==> src/rtl/ysyx_23060136_seg_pkg.sv <==
// Shared types for elastic pipeline segments: perf counter type,
// saturating increment helper and packed stage bundles.
package ysyx_23060136_seg_pkg;

  typedef logic [31:0] perf_cnt_t;

  localparam perf_cnt_t PERF_MAX = '1;

  localparam logic [63:0] PC_RST   = 64'h0000_0000_8000_0000;
  localparam logic [31:0] INST_NOP = 32'h0000_0013;

  typedef struct packed {
    logic [63:0] pc;
    logic [31:0] inst;
    logic        commit;
  } exu2seg_t;

  typedef struct packed {
    logic [63:0] pc;
    logic [31:0] inst;
  } ifu2idu_t;

  function automatic perf_cnt_t sat_inc(input perf_cnt_t v);
    return (v == PERF_MAX) ? v : v + 32'd1;
  endfunction

endpackage

==> src/rtl/ysyx_23060136_wrap_ptr.sv <==
// Buffer index with increment, clear and explicit wrap at DEPTH-1,
// so DEPTH need not be a power of two.
module ysyx_23060136_wrap_ptr
  import ysyx_23060136_seg_pkg::*;
#(
  parameter int DEPTH = 2,
  parameter int AW    = (DEPTH > 1) ? $clog2(DEPTH) : 1
) (
  input  logic          clk,
  input  logic          rst,
  input  logic          i_inc,
  input  logic          i_clr,
  output logic [AW-1:0] o_ptr
);

  logic [AW-1:0] r_ptr;

  always_ff @(posedge clk) begin
    if (rst || i_clr) begin
      r_ptr <= '0;
    end else if (i_inc) begin
      r_ptr <= (r_ptr == AW'(DEPTH - 1)) ? '0 : r_ptr + AW'(1);
    end
  end

  assign o_ptr = r_ptr;

endmodule

==> src/rtl/ysyx_23060136_elastic_seg.sv <==
// DEPTH-entry valid/ready pipeline segment with flush and bubble payload.
// Optional perf counters when YSYX_23060136_SEG_PERF_EN is defined.
module ysyx_23060136_elastic_seg
  import ysyx_23060136_seg_pkg::*;
#(
  parameter int                WIDTH    = 64 + 32 + 1,
  parameter int                DEPTH    = 2,
  parameter logic [WIDTH-1:0]  RST_DATA = '0,
  parameter int                CW       = $clog2(DEPTH + 1),
  parameter int                AW       = (DEPTH > 1) ? $clog2(DEPTH) : 1
) (
  input  logic             clk,
  input  logic             rst,
  input  logic             flush,
  input  logic             in_valid,
  output logic             in_ready,
  input  logic [WIDTH-1:0] in_data,
  output logic             out_valid,
  input  logic             out_ready,
  output logic [WIDTH-1:0] out_data,
  output logic [CW-1:0]    count
`ifdef YSYX_23060136_SEG_PERF_EN
  ,
  output logic [31:0]      perf_stall,
  output logic [31:0]      perf_flush
`endif
);

  logic [WIDTH-1:0] mem [DEPTH];
  logic [CW-1:0]    r_count;
  logic [AW-1:0]    w_rd_ptr;
  logic [AW-1:0]    w_wr_ptr;
  logic             w_push;
  logic             w_pop;

  // Ready depends on registered occupancy only, never on out_ready.
  assign in_ready  = (r_count < CW'(DEPTH));
  assign out_valid = (r_count != '0);
  assign out_data  = out_valid ? mem[w_rd_ptr] : RST_DATA;
  assign count     = r_count;

  assign w_push = in_valid & in_ready;
  assign w_pop  = out_valid & out_ready;

  ysyx_23060136_wrap_ptr #(.DEPTH(DEPTH), .AW(AW)) u_rd_ptr (
    .clk   (clk),
    .rst   (rst),
    .i_inc (w_pop & ~flush),
    .i_clr (flush),
    .o_ptr (w_rd_ptr)
  );

  ysyx_23060136_wrap_ptr #(.DEPTH(DEPTH), .AW(AW)) u_wr_ptr (
    .clk   (clk),
    .rst   (rst),
    .i_inc (w_push & ~flush),
    .i_clr (flush),
    .o_ptr (w_wr_ptr)
  );

  always_ff @(posedge clk) begin
    if (rst) begin
      r_count <= '0;
    end else if (flush) begin
      r_count <= '0;
    end else begin
      unique case ({w_push, w_pop})
        2'b10:   r_count <= r_count + CW'(1);
        2'b01:   r_count <= r_count - CW'(1);
        default: r_count <= r_count;
      endcase
    end
  end

  // Storage is left unreset; a write during flush is harmless.
  always_ff @(posedge clk) begin
    if (w_push) begin
      mem[w_wr_ptr] <= in_data;
    end
  end

`ifdef YSYX_23060136_SEG_PERF_EN
  perf_cnt_t r_perf_stall;
  perf_cnt_t r_perf_flush;

  always_ff @(posedge clk) begin
    if (rst) begin
      r_perf_stall <= '0;
      r_perf_flush <= '0;
    end else begin
      if (out_valid && !out_ready) begin
        r_perf_stall <= sat_inc(r_perf_stall);
      end
      if (flush && out_valid) begin
        r_perf_flush <= sat_inc(r_perf_flush);
      end
    end
  end

  assign perf_stall = r_perf_stall;
  assign perf_flush = r_perf_flush;
`endif

endmodule
==> config.mk <==
export PLATFORM = sky130hd
export DESIGN_NAME = ysyx_23060136_elastic_seg
export DESIGN_NICKNAME = d
export VERILOG_FILES = /design/src/rtl/ysyx_23060136_seg_pkg.sv /design/src/rtl/ysyx_23060136_wrap_ptr.sv /design/src/rtl/ysyx_23060136_elastic_seg.sv
export SDC_FILE = /design/constraint.sdc
export NUM_CORES = 1
export LEC_CHECK = 0
export CAP_MARGIN = 20
export CORE_MARGIN = 2
export CORE_UTILIZATION = 30
export DETAILED_ROUTE_END_ITERATION = 8
export PLACE_DENSITY_LB_ADDON = 0.12
export SYNTH_ARGS = -nofsm -noshare
export SYNTH_HDL_FRONTEND = slang
export SYNTH_HIERARCHICAL = 1
export SYNTH_SLANG_ARGS = --single-unit
==> constraint.sdc <==
create_clock -name clk -period 7.7 [get_ports clk]
set_clock_uncertainty 0.1 [all_clocks]
set_input_delay 0.77 -clock clk [delete_from_list [all_inputs] [get_ports clk]]
set_output_delay 0.77 -clock clk [all_outputs]
set_load 0.02 [all_outputs]
==> impl_metrics.json, run 1 <==
{
  "synth_nets": 536,
  "drc": 0,
  "postCtsSetupBuffers": 0,
  "clock_latency_ps": 420,
  "yosysMostFrequentCell": "edfxtp_1",
  "grt_pass1_vias": 4534,
  "leakagePower_nw": 3.27,
  "cts_root_buffer": "clkbuf_16",
  "fin_nets": 742,
  "crit_path_max_incr_delay_ps": 910,
  "drive_above_1_share_pct": 6.30,
  "hold_viol_final": 0,
  "path_cells": "buf_4, mux2i_1, nor2_1, clkdlybuf4s50_1",
  "synthCells": 433,
  "cts_num_sinks": 198,
  "cts_resized": 0,
  "fin_crit_sh_pct": 53.8,
  "synth-async-reset-ratio_pct": 0,
  "wl_mm": 16.3,
  "antenna_found_initial": 1,
  "post-route-util_pct": 42.8,
  "synth_area_leaders": "edfxtp_1, mux2i_1, nor2_1",
  "io_pins": 203,
  "wl_per_cell_um": 16.7,
  "grt_max_degree": 70,
  "ctsHtreeMaxLevel": 4,
  "crit_path_end_kind": "output pin",
  "vdd_ir_drop_max_uv": 126,
  "min_path_type": "flip-flop to flip-flop",
  "cpLargestDelayFamily": "buffers and inverters",
  "yosysTopAreaCellShare_pct": 77.8,
  "vias": 4262,
  "tritoncts": "built",
  "synth_common_cells": "edfxtp_1, nor2_1, mux2i_1",
  "dp_hpwl_mm": 10.4,
  "grt_setup_unrepaired": "no",
  "critical_path.startpoint": "u_rd_ptr/o_ptr",
  "area_growth_pct": 39.4,
  "worst_pin_slew_ps": 989,
  "grt_pass1_wl_mm": 24.6,
  "power_density_nw_per_um2": 223,
  "die_area_um2": 26200,
  "path_class": "flip-flop to output pin",
  "crit-reg2reg-launch": "count[1]",
  "synth_edf_count": 194,
  "worstSetupStartpointType": "flip-flop",
  "syn-cell-area_um2": 7480,
  "min_period_ps": 4140,
  "ys_types": 21,
  "seq_area_frac_synth_pct": 78.9,
  "cp_num_buf_inv": 2,
  "cts_buffer_depth": 2,
  "hp-start": "count[1]",
  "die_w_um": 162,
  "yosys_warnings": 6,
  "yosysTopAreaCell": "edfxtp_1",
  "dpl_cell_area_um2": 9890,
  "core_um2": 24400,
  "fin_tns_setup_ps": 0,
  "final_antenna_net_count": 0,
  "cts_buffers": 17,
  "place_congestion": 0.733,
  "ys.flop_type": "edfxtp_1",
  "port_buffers": 202,
  "fp.dieH_um": 162,
  "fillers": 2245,
  "drt-initial-drc-count": 163,
  "firstDrtPassIters": 4,
  "status": "complete, no violations",
  "clk_pin_slew_worst_paths_ps": 70,
  "initial_core_util_pct": 30.7,
  "design_area_um2": 10400,
  "avgSynthCellArea_um2": 17.3,
  "cap_violations": 0,
  "slew_headroom_pct": 34.1,
  "fp-row-count": 57,
  "grt-ovfl-total": 0,
  "cp_max_fo": 52,
  "ys_ff_latch": 198,
  "fmax_ghz": 0.241,
  "required_ps": 6830,
  "cpMaxStageDelayCell": "dfxtp_4",
  "arrival_ps": 3270,
  "hold_buffers": 0,
  "maxSlewViolCount": 0,
  "place_inst": 944,
  "final_cell_count_no_fill": 975,
  "setup_viol": 0,
  "viasPerCell": 4.37,
  "holdWs_ps": 468,
  "antennaDiodeCount": 0,
  "gr-usage-all-layers_pct": 12.4
}
==> cell families after synthesis <==
| kind of cell | count (synthesis) | share of synthesized area [%] |
|---|---|---|
| flops | 198 | 78.9 |
| simple gates | 108 | 5.77 |
| compound gates | 2 | 0.167 |
| fa+ha+maj | 1 | 0.167 |
| xor+xnor | 4 | 0.468 |
| mux | 97 | 13.0 |
| buf+inv | 23 | 1.54 |
==> area by class of cell <==
cell class | instances | area, µm² | share of cell area, %
clock buffers | 18 | 429 | 4.11
clock inverters | 13 | 114 | 1.09
inverters | 2 | 7.51 | 0.0720
multi-input cells | 212 | 1480 | 14.2
flip-flops and latches | 198 | 5910 | 56.6
well taps | 324 | 405 | 3.89
repair buffers | 208 | 2090 | 20.0
==> stage by stage <==
step                worst slack [ps]  power, mW
floorplan                       2150       1.38
global placement                3980       1.52
detailed placement              3960       1.53
CTS                             3490       2.36
global route                    3320       2.42
finish                          3560       2.32
==> state kept, by name, indices dropped and copies added, names as in the netlist <==
| name | flops |
|---|---|
| u_rd_ptr/o_ptr | 1 |
| count | 2 |
| u_wr_ptr/o_ptr | 1 |
| mem | 194 |
==> power breakdown <==
part / internal (mW) / switching (mW)
clock: 0.422 / 0.404
sequential: 1.23 / 0.0122
combinational: 0.123 / 0.129
total: 1.78 / 0.545
==> worst register-to-register path: cells and delay by family (launching register included) <==
kind / cells / cell delay (ps)
adder cells (fa/ha/maj): 1 / 350
flip-flops: 1 / 370
buffers and inverters: 1 / 130
AO/OA/AOI/OAI: 1 / 210
AND/OR/NAND/NOR: 3 / 1130
==> cell usage in the layout (no fill, tap or decap) <==
master and n:
a211oi_1 1, xnor2_1 3, clkinvlp_4 4, buf_16 1, nor2_1 98, inv_1 2, inv_6 2, clkinv_1 1
nor3_2 2, mux2i_1 97, or3_1 1, nor3_1 1, buf_4 5, nor2_4 2, clkbuf_1 1, and3_4 1
dfxtp_1 3, clkdlybuf4s50_1 202, nor2b_1 1, nand2_1 1, clkbuf_16 17, edfxtp_1 194, dfxtp_4 1, xor2_1 1
ha_1 1, o21ai_0 1, clkinv_4 2, and2_1 1, inv_8 4
==> metal layers <==
metal,track usage [%],wire length (µm),share of wire [%],vias to the layer above
met2,19.4,7460,46,149
met3,4.90,1310,8.0,14
li1,-,-,-,2015
met1,16.2,7360,45,2084
met4,3.26,163,1.0,0
met5,0,0,0,-
==> final timing paths <==
kind / to / slack, ps / cells past startpoint
worst min-delay path: count[1] / 470 / 2
worst min register to register: count[1] / 470 / 2
worst max register to register: count[1] / 5340 / 6
worst max-delay path: out_data[44] / 3560 / 4
Note: power is estimated with default switching activity, not from simulation.
==> run 2: changes to the inputs <==
==> constraint.sdc (replaced) <==
create_clock -name clk -period 3.53 [get_ports clk]
set_clock_uncertainty 0.1 [all_clocks]
set_input_delay 0.353 -clock clk [delete_from_list [all_inputs] [get_ports clk]]
set_output_delay 0.353 -clock clk [all_outputs]
set_load 0.02 [all_outputs]
==> run 2 against run 1 <==
  * Largest power group unchanged
  * Via count shrank 0.28%
  * Sequential share of layout area shrank 0.37 points
  * Critical endpoint is now out_data[94]
  * Sequential power grew 120%
  * Register-to-register slack lost 4000 ps
  * Sequential cell count is the same
==> impl_metrics.json, run 2 (synthesis results as in run 1) <==
{
  "fp-row-count": 57,
  "min_to": "mem[0][26]",
  "io_pins": 203,
  "vias": 4250,
  "die_area_um2": 26200,
  "report.power.total_mw": 5.16,
  "cp_max_fo": 48,
  "setup_viol": 0,
  "cts_buffer_depth": 2,
  "worstSetupStartpointType": "flip-flop",
  "area_growth_pct": 40.3,
  "path_class": "flip-flop to output pin",
  "slew_headroom_pct": 42.4,
  "arrival_ps": 2360,
  "fin_crit_sh_pct": 79.6,
  "required_ps": 3080,
  "antenna_found_initial": 1,
  "min_path_type": "primary input to flip-flop",
  "tritoncts": "built",
  "min_period_ps": 2810,
  "final_antenna_net_count": 0,
  "multi_input_area_um2": 1480,
  "fillers": 2230,
  "place_inst": 947,
  "drc": 0,
  "post-route-util_pct": 43.1,
  "fp.dieH_um": 162,
  "grt_pass1_wl_mm": 26.0,
  "initial_core_util_pct": 30.7,
  "grt-ovfl-total": 0,
  "fmax_ghz": 0.356,
  "clock_latency_ps": 420,
  "vdd_ir_drop_max_uv": 267,
  "ctsHtreeMaxLevel": 4,
  "status": "complete, no violations",
  "wl_per_cell_um": 17.1,
  "drt-initial-drc-count": 237,
  "cts_resized": 0,
  "pre_cts_ws_ps": 1130,
  "ff2ff_path_depth": 6,
  "wl_mm": 16.7,
  "core_um2": 24400,
  "cts_root_buffer": "clkbuf_16",
  "firstDrtPassIters": 4,
  "maxSlewViolCount": 0,
  "port_buffers": 202,
  "fin_tns_setup_ps": 0,
  "gr-usage-all-layers_pct": 13.0,
  "cts_buffers": 17,
  "power_density_nw_per_um2": 492,
  "cts_num_sinks": 198,
  "final_cell_mix": "clkdlybuf4s50_1, edfxtp_1, nor2_1",
  "worst-r2r-setup-slack_ps": 1300,
  "grt_max_degree": 60,
  "worst_pin_slew_ps": 865,
  "mostFrequentLayoutCell": "clkdlybuf4s50_1",
  "final_cell_count_no_fill": 979,
  "postCtsSetupBuffers": 0,
  "crit_path_end_kind": "output pin",
  "largest_reg_flops": 194,
  "die_w_um": 162,
  "hold_viol_final": 0,
  "setup_ws_ps": 719,
  "regMostFlops": "mem",
  "hp-start": "in_data[26]",
  "antennaDiodeCount": 0,
  "worstReg2RegEnd": "count[1]",
  "drive_above_1_share_pct": 6.72,
  "dp_hpwl_mm": 11.0,
  "holdPathStages": 1,
  "viasPerCell": 4.34,
  "grt_setup_unrepaired": "no",
  "place_congestion": 0.710,
  "leakagePower_nw": 3.32,
  "hold_buffers": 0,
  "cap_violations": 0,
  "crit-reg2reg-launch": "count[1]",
  "clk_pin_slew_worst_paths_ps": 70,
  "fin_nets": 745,
  "grt_pass1_vias": 4537,
  "seqCellArea_um2": 5910
}
[run 2: cell type report]
class / instances / share of cell area (%)
flip-flops and latches: 198 / 56.3
repair buffers: 211 / 20.3
multi-input cells: 212 / 14.1
clock buffers: 20 / 4.16
well taps: 324 / 3.86
clock inverters: 12 / 1.29
inverters: 2 / 0.0715
[run 2: report_power, final]
part           switching, mW  total, mW  leakage [nW]  internal (mW)
Combinational          0.284      0.554          1.19          0.269
Clock                  0.888       1.89         0.277           1.00
Sequential            0.0255       2.72          1.85           2.69
Total                   1.20       5.16          3.32           3.96
[run 2: worst max-delay path by stage]
stage                    from      endpoint  slack, ps
2_1_floorplan        count[1]     mem[1][0]         30
3_3_place_gp   u_rd_ptr/o_ptr  out_data[52]       1140
3_5_place_dp         in_valid    mem[1][89]       1130
4_1_cts        u_rd_ptr/o_ptr  out_data[52]        660
5_1_grt              count[1]  out_data[12]        570
6_report       u_rd_ptr/o_ptr  out_data[94]        720
[run 2: worst max-delay path, cell delays in order, from the launching register on]
cell and delay [ps]:
dfxtp_4 580, buf_12 360, mux2i_1 130, nor2_1 170, clkdlybuf4s50_1 630
[run 2: per-layer routing]
metal  global-route usage, %  routed length (µm)
met1                    17.6                7740
met2                    19.5                7560
met3                    4.90                1280
met5                       0                  13
met4                    3.86                 139
[run 2: stage by stage]
stage / cell area [µm²] / hold slack [ps]
finish: 10500 / 407
global route: 10500 / 375
CTS: 10500 / 379
detailed placement: 9930 / 492
global placement: 9930 / 444
floorplan: 7490 / 322
==> run 3: changes to the inputs <==
==> constraint.sdc (replaced) <==
create_clock -name clk -period 2.25 [get_ports clk]
set_clock_uncertainty 0.1 [all_clocks]
set_input_delay 0.225 -clock clk [delete_from_list [all_inputs] [get_ports clk]]
set_output_delay 0.225 -clock clk [all_outputs]
set_load 0.02 [all_outputs]
==> run 3 against run 2 <==
  * Total power up 61%
  * Critical endpoint is now out_data[8]
  * Sequential share of layout area down 0.91 points
  * Sequential cell count unchanged
  * Largest power group unchanged
  * Register-to-register slack worse by 1200 ps
  * Combinational power up 51%
  * Wire length down 1.2%
  * Hold slack worse by 130 ps
  * Critical path depth unchanged
  * Non-clock buffer count up 14
  * Die area unchanged
==> impl_metrics.json, run 3 (synthesis results as in run 1) <==
{
  "drive_above_1_share_pct": 9.43,
  "core_um2": 24400,
  "path_class": "flip-flop to output pin",
  "arrival_ps": 1840,
  "die_area_um2": 26200,
  "crit_path_max_incr_delay_ps": 550,
  "path_cells": "nor2_4, buf_12, nor2_1, clkdlybuf4s50_1",
  "vias": 4311,
  "status": "complete, no violations",
  "cts_num_sinks": 198,
  "port_buffers": 202,
  "final_cell_mix": "edfxtp_1, clkdlybuf4s50_1, nor2_1",
  "maxSlewViolCount": 0,
  "dp_hpwl_mm": 10.9,
  "min_path_type": "primary input to flip-flop",
  "viasPerCell": 4.34,
  "worstReg2RegEnd": "count[1]",
  "clock_latency_ps": 420,
  "crit_path_end_kind": "output pin",
  "place_inst": 960,
  "cts_buffers": 17,
  "power_density_nw_per_um2": 777,
  "setup_ws_ps": 80.4,
  "fin_tns_setup_ps": 0,
  "crit-reg2reg-launch": "count[1]",
  "die_w_um": 162,
  "drt-initial-drc-count": 190,
  "fp-row-count": 57,
  "cts_buffer_depth": 2,
  "hp-start": "in_data[27]",
  "wl_mm": 16.5,
  "final_antenna_net_count": 0,
  "tritoncts": "built",
  "ff2ff_path_depth": 7,
  "grt_setup_unrepaired": "yes",
  "grt_pass1_wl_mm": 25.2,
  "grt_max_degree": 60,
  "place_congestion": 0.730,
  "post-route-util_pct": 43.8,
  "wl_per_cell_um": 16.7,
  "largest_reg_flops": 194,
  "gr-usage-all-layers_pct": 12.7,
  "hold_viol_final": 0,
  "initial_core_util_pct": 30.7,
  "required_ps": 1920,
  "final_cell_count_no_fill": 993,
  "min_to": "mem[0][27]",
  "seqCellArea_um2": 5910,
  "cpMaxStageDelayCell": "clkdlybuf4s50_1",
  "regMostFlops": "mem",
  "setup_viol": 0,
  "antenna_found_initial": 1,
  "cap_violations": 0,
  "slew_headroom_pct": 75.0,
  "grt-ovfl-total": 0,
  "cp_num_buf_inv": 2,
  "cpLargestDelayFamily": "buffers and inverters",
  "pre_cts_ws_ps": 255,
  "fillers": 2260,
  "firstDrtPassIters": 5,
  "area_growth_pct": 42.8,
  "clk_pin_slew_worst_paths_ps": 70,
  "worst-r2r-setup-slack_ps": 150,
  "cts_root_buffer": "clkbuf_16",
  "fin_nets": 759,
  "mostFrequentLayoutCell": "edfxtp_1",
  "worstSetupStartpointType": "flip-flop",
  "vdd_ir_drop_max_uv": 425,
  "cp_max_fo": 21,
  "fmax_ghz": 0.461,
  "grt_pass1_vias": 4441,
  "min_period_ps": 2170,
  "holdPathStages": 1,
  "drc": 0,
  "worst_pin_slew_ps": 375,
  "fin_crit_sh_pct": 96.4,
  "ctsHtreeMaxLevel": 4,
  "multi_input_area_um2": 1490,
  "leakagePower_nw": 3.93,
  "fp.dieH_um": 162,
  "io_pins": 203
}
[run 3: worst max path at each step]
stage,from,end,slack (ps),depth (start not counted)
after floorplan,count[1],mem[0][0],-230,3
after global routing,u_rd_ptr/o_ptr,out_data[71],-3,5
final,count[1],out_data[8],80,4
after CTS,count[1],out_data[7],-60,4
after global placement,count[1],count[1],310,6
after detailed placement,count[1],count[1],250,6
[run 3: what timing repair did]
item                                    in CTS  in global routing
hold buffers                                 0                  0
resized for setup                           89                 13
buffers inserted                             0                  1
pin swaps                                    0                  1
endpoints found under the setup margin      97                 16
[run 3: per-layer routing]
metal | vias up | track usage (%) | part of all wire, %
met5 | - | 0 | 0.079
li1 | 2054 | - | -
met1 | 2089 | 16.5 | 45
met4 | 2 | 3.86 | 1.1
met2 | 153 | 19.6 | 45
met3 | 13 | 4.95 | 9.1
[run 3: metrics by stage]
stage	total power, mW	hold WS, ps	area (µm²)
4_1_cts	8.41	251	10600
3_5_place_dp	5.25	463	10100
2_1_floorplan	4.71	188	7510
3_3_place_gp	5.23	444	10100
5_1_grt	8.62	260	10700
6_report	8.30	276	10700
[run 3: power by group]
group	internal [mW]	switching [mW]	total [mW]
Combinational	0.387	0.451	0.838
Clock	1.88	1.33	3.21
Sequential	4.22	0.0368	4.26
Total	6.48	1.82	8.30
[run 3: cell type report]
type / instances / area share, %
multi-input cells: 212 / 13.9
clock buffers: 18 / 4.02
repair buffers: 225 / 20.9
inverters: 2 / 0.117
diodes: 1 / 0.0234
clock inverters: 13 / 1.83
flip-flops and latches: 198 / 55.4
well taps: 324 / 3.79
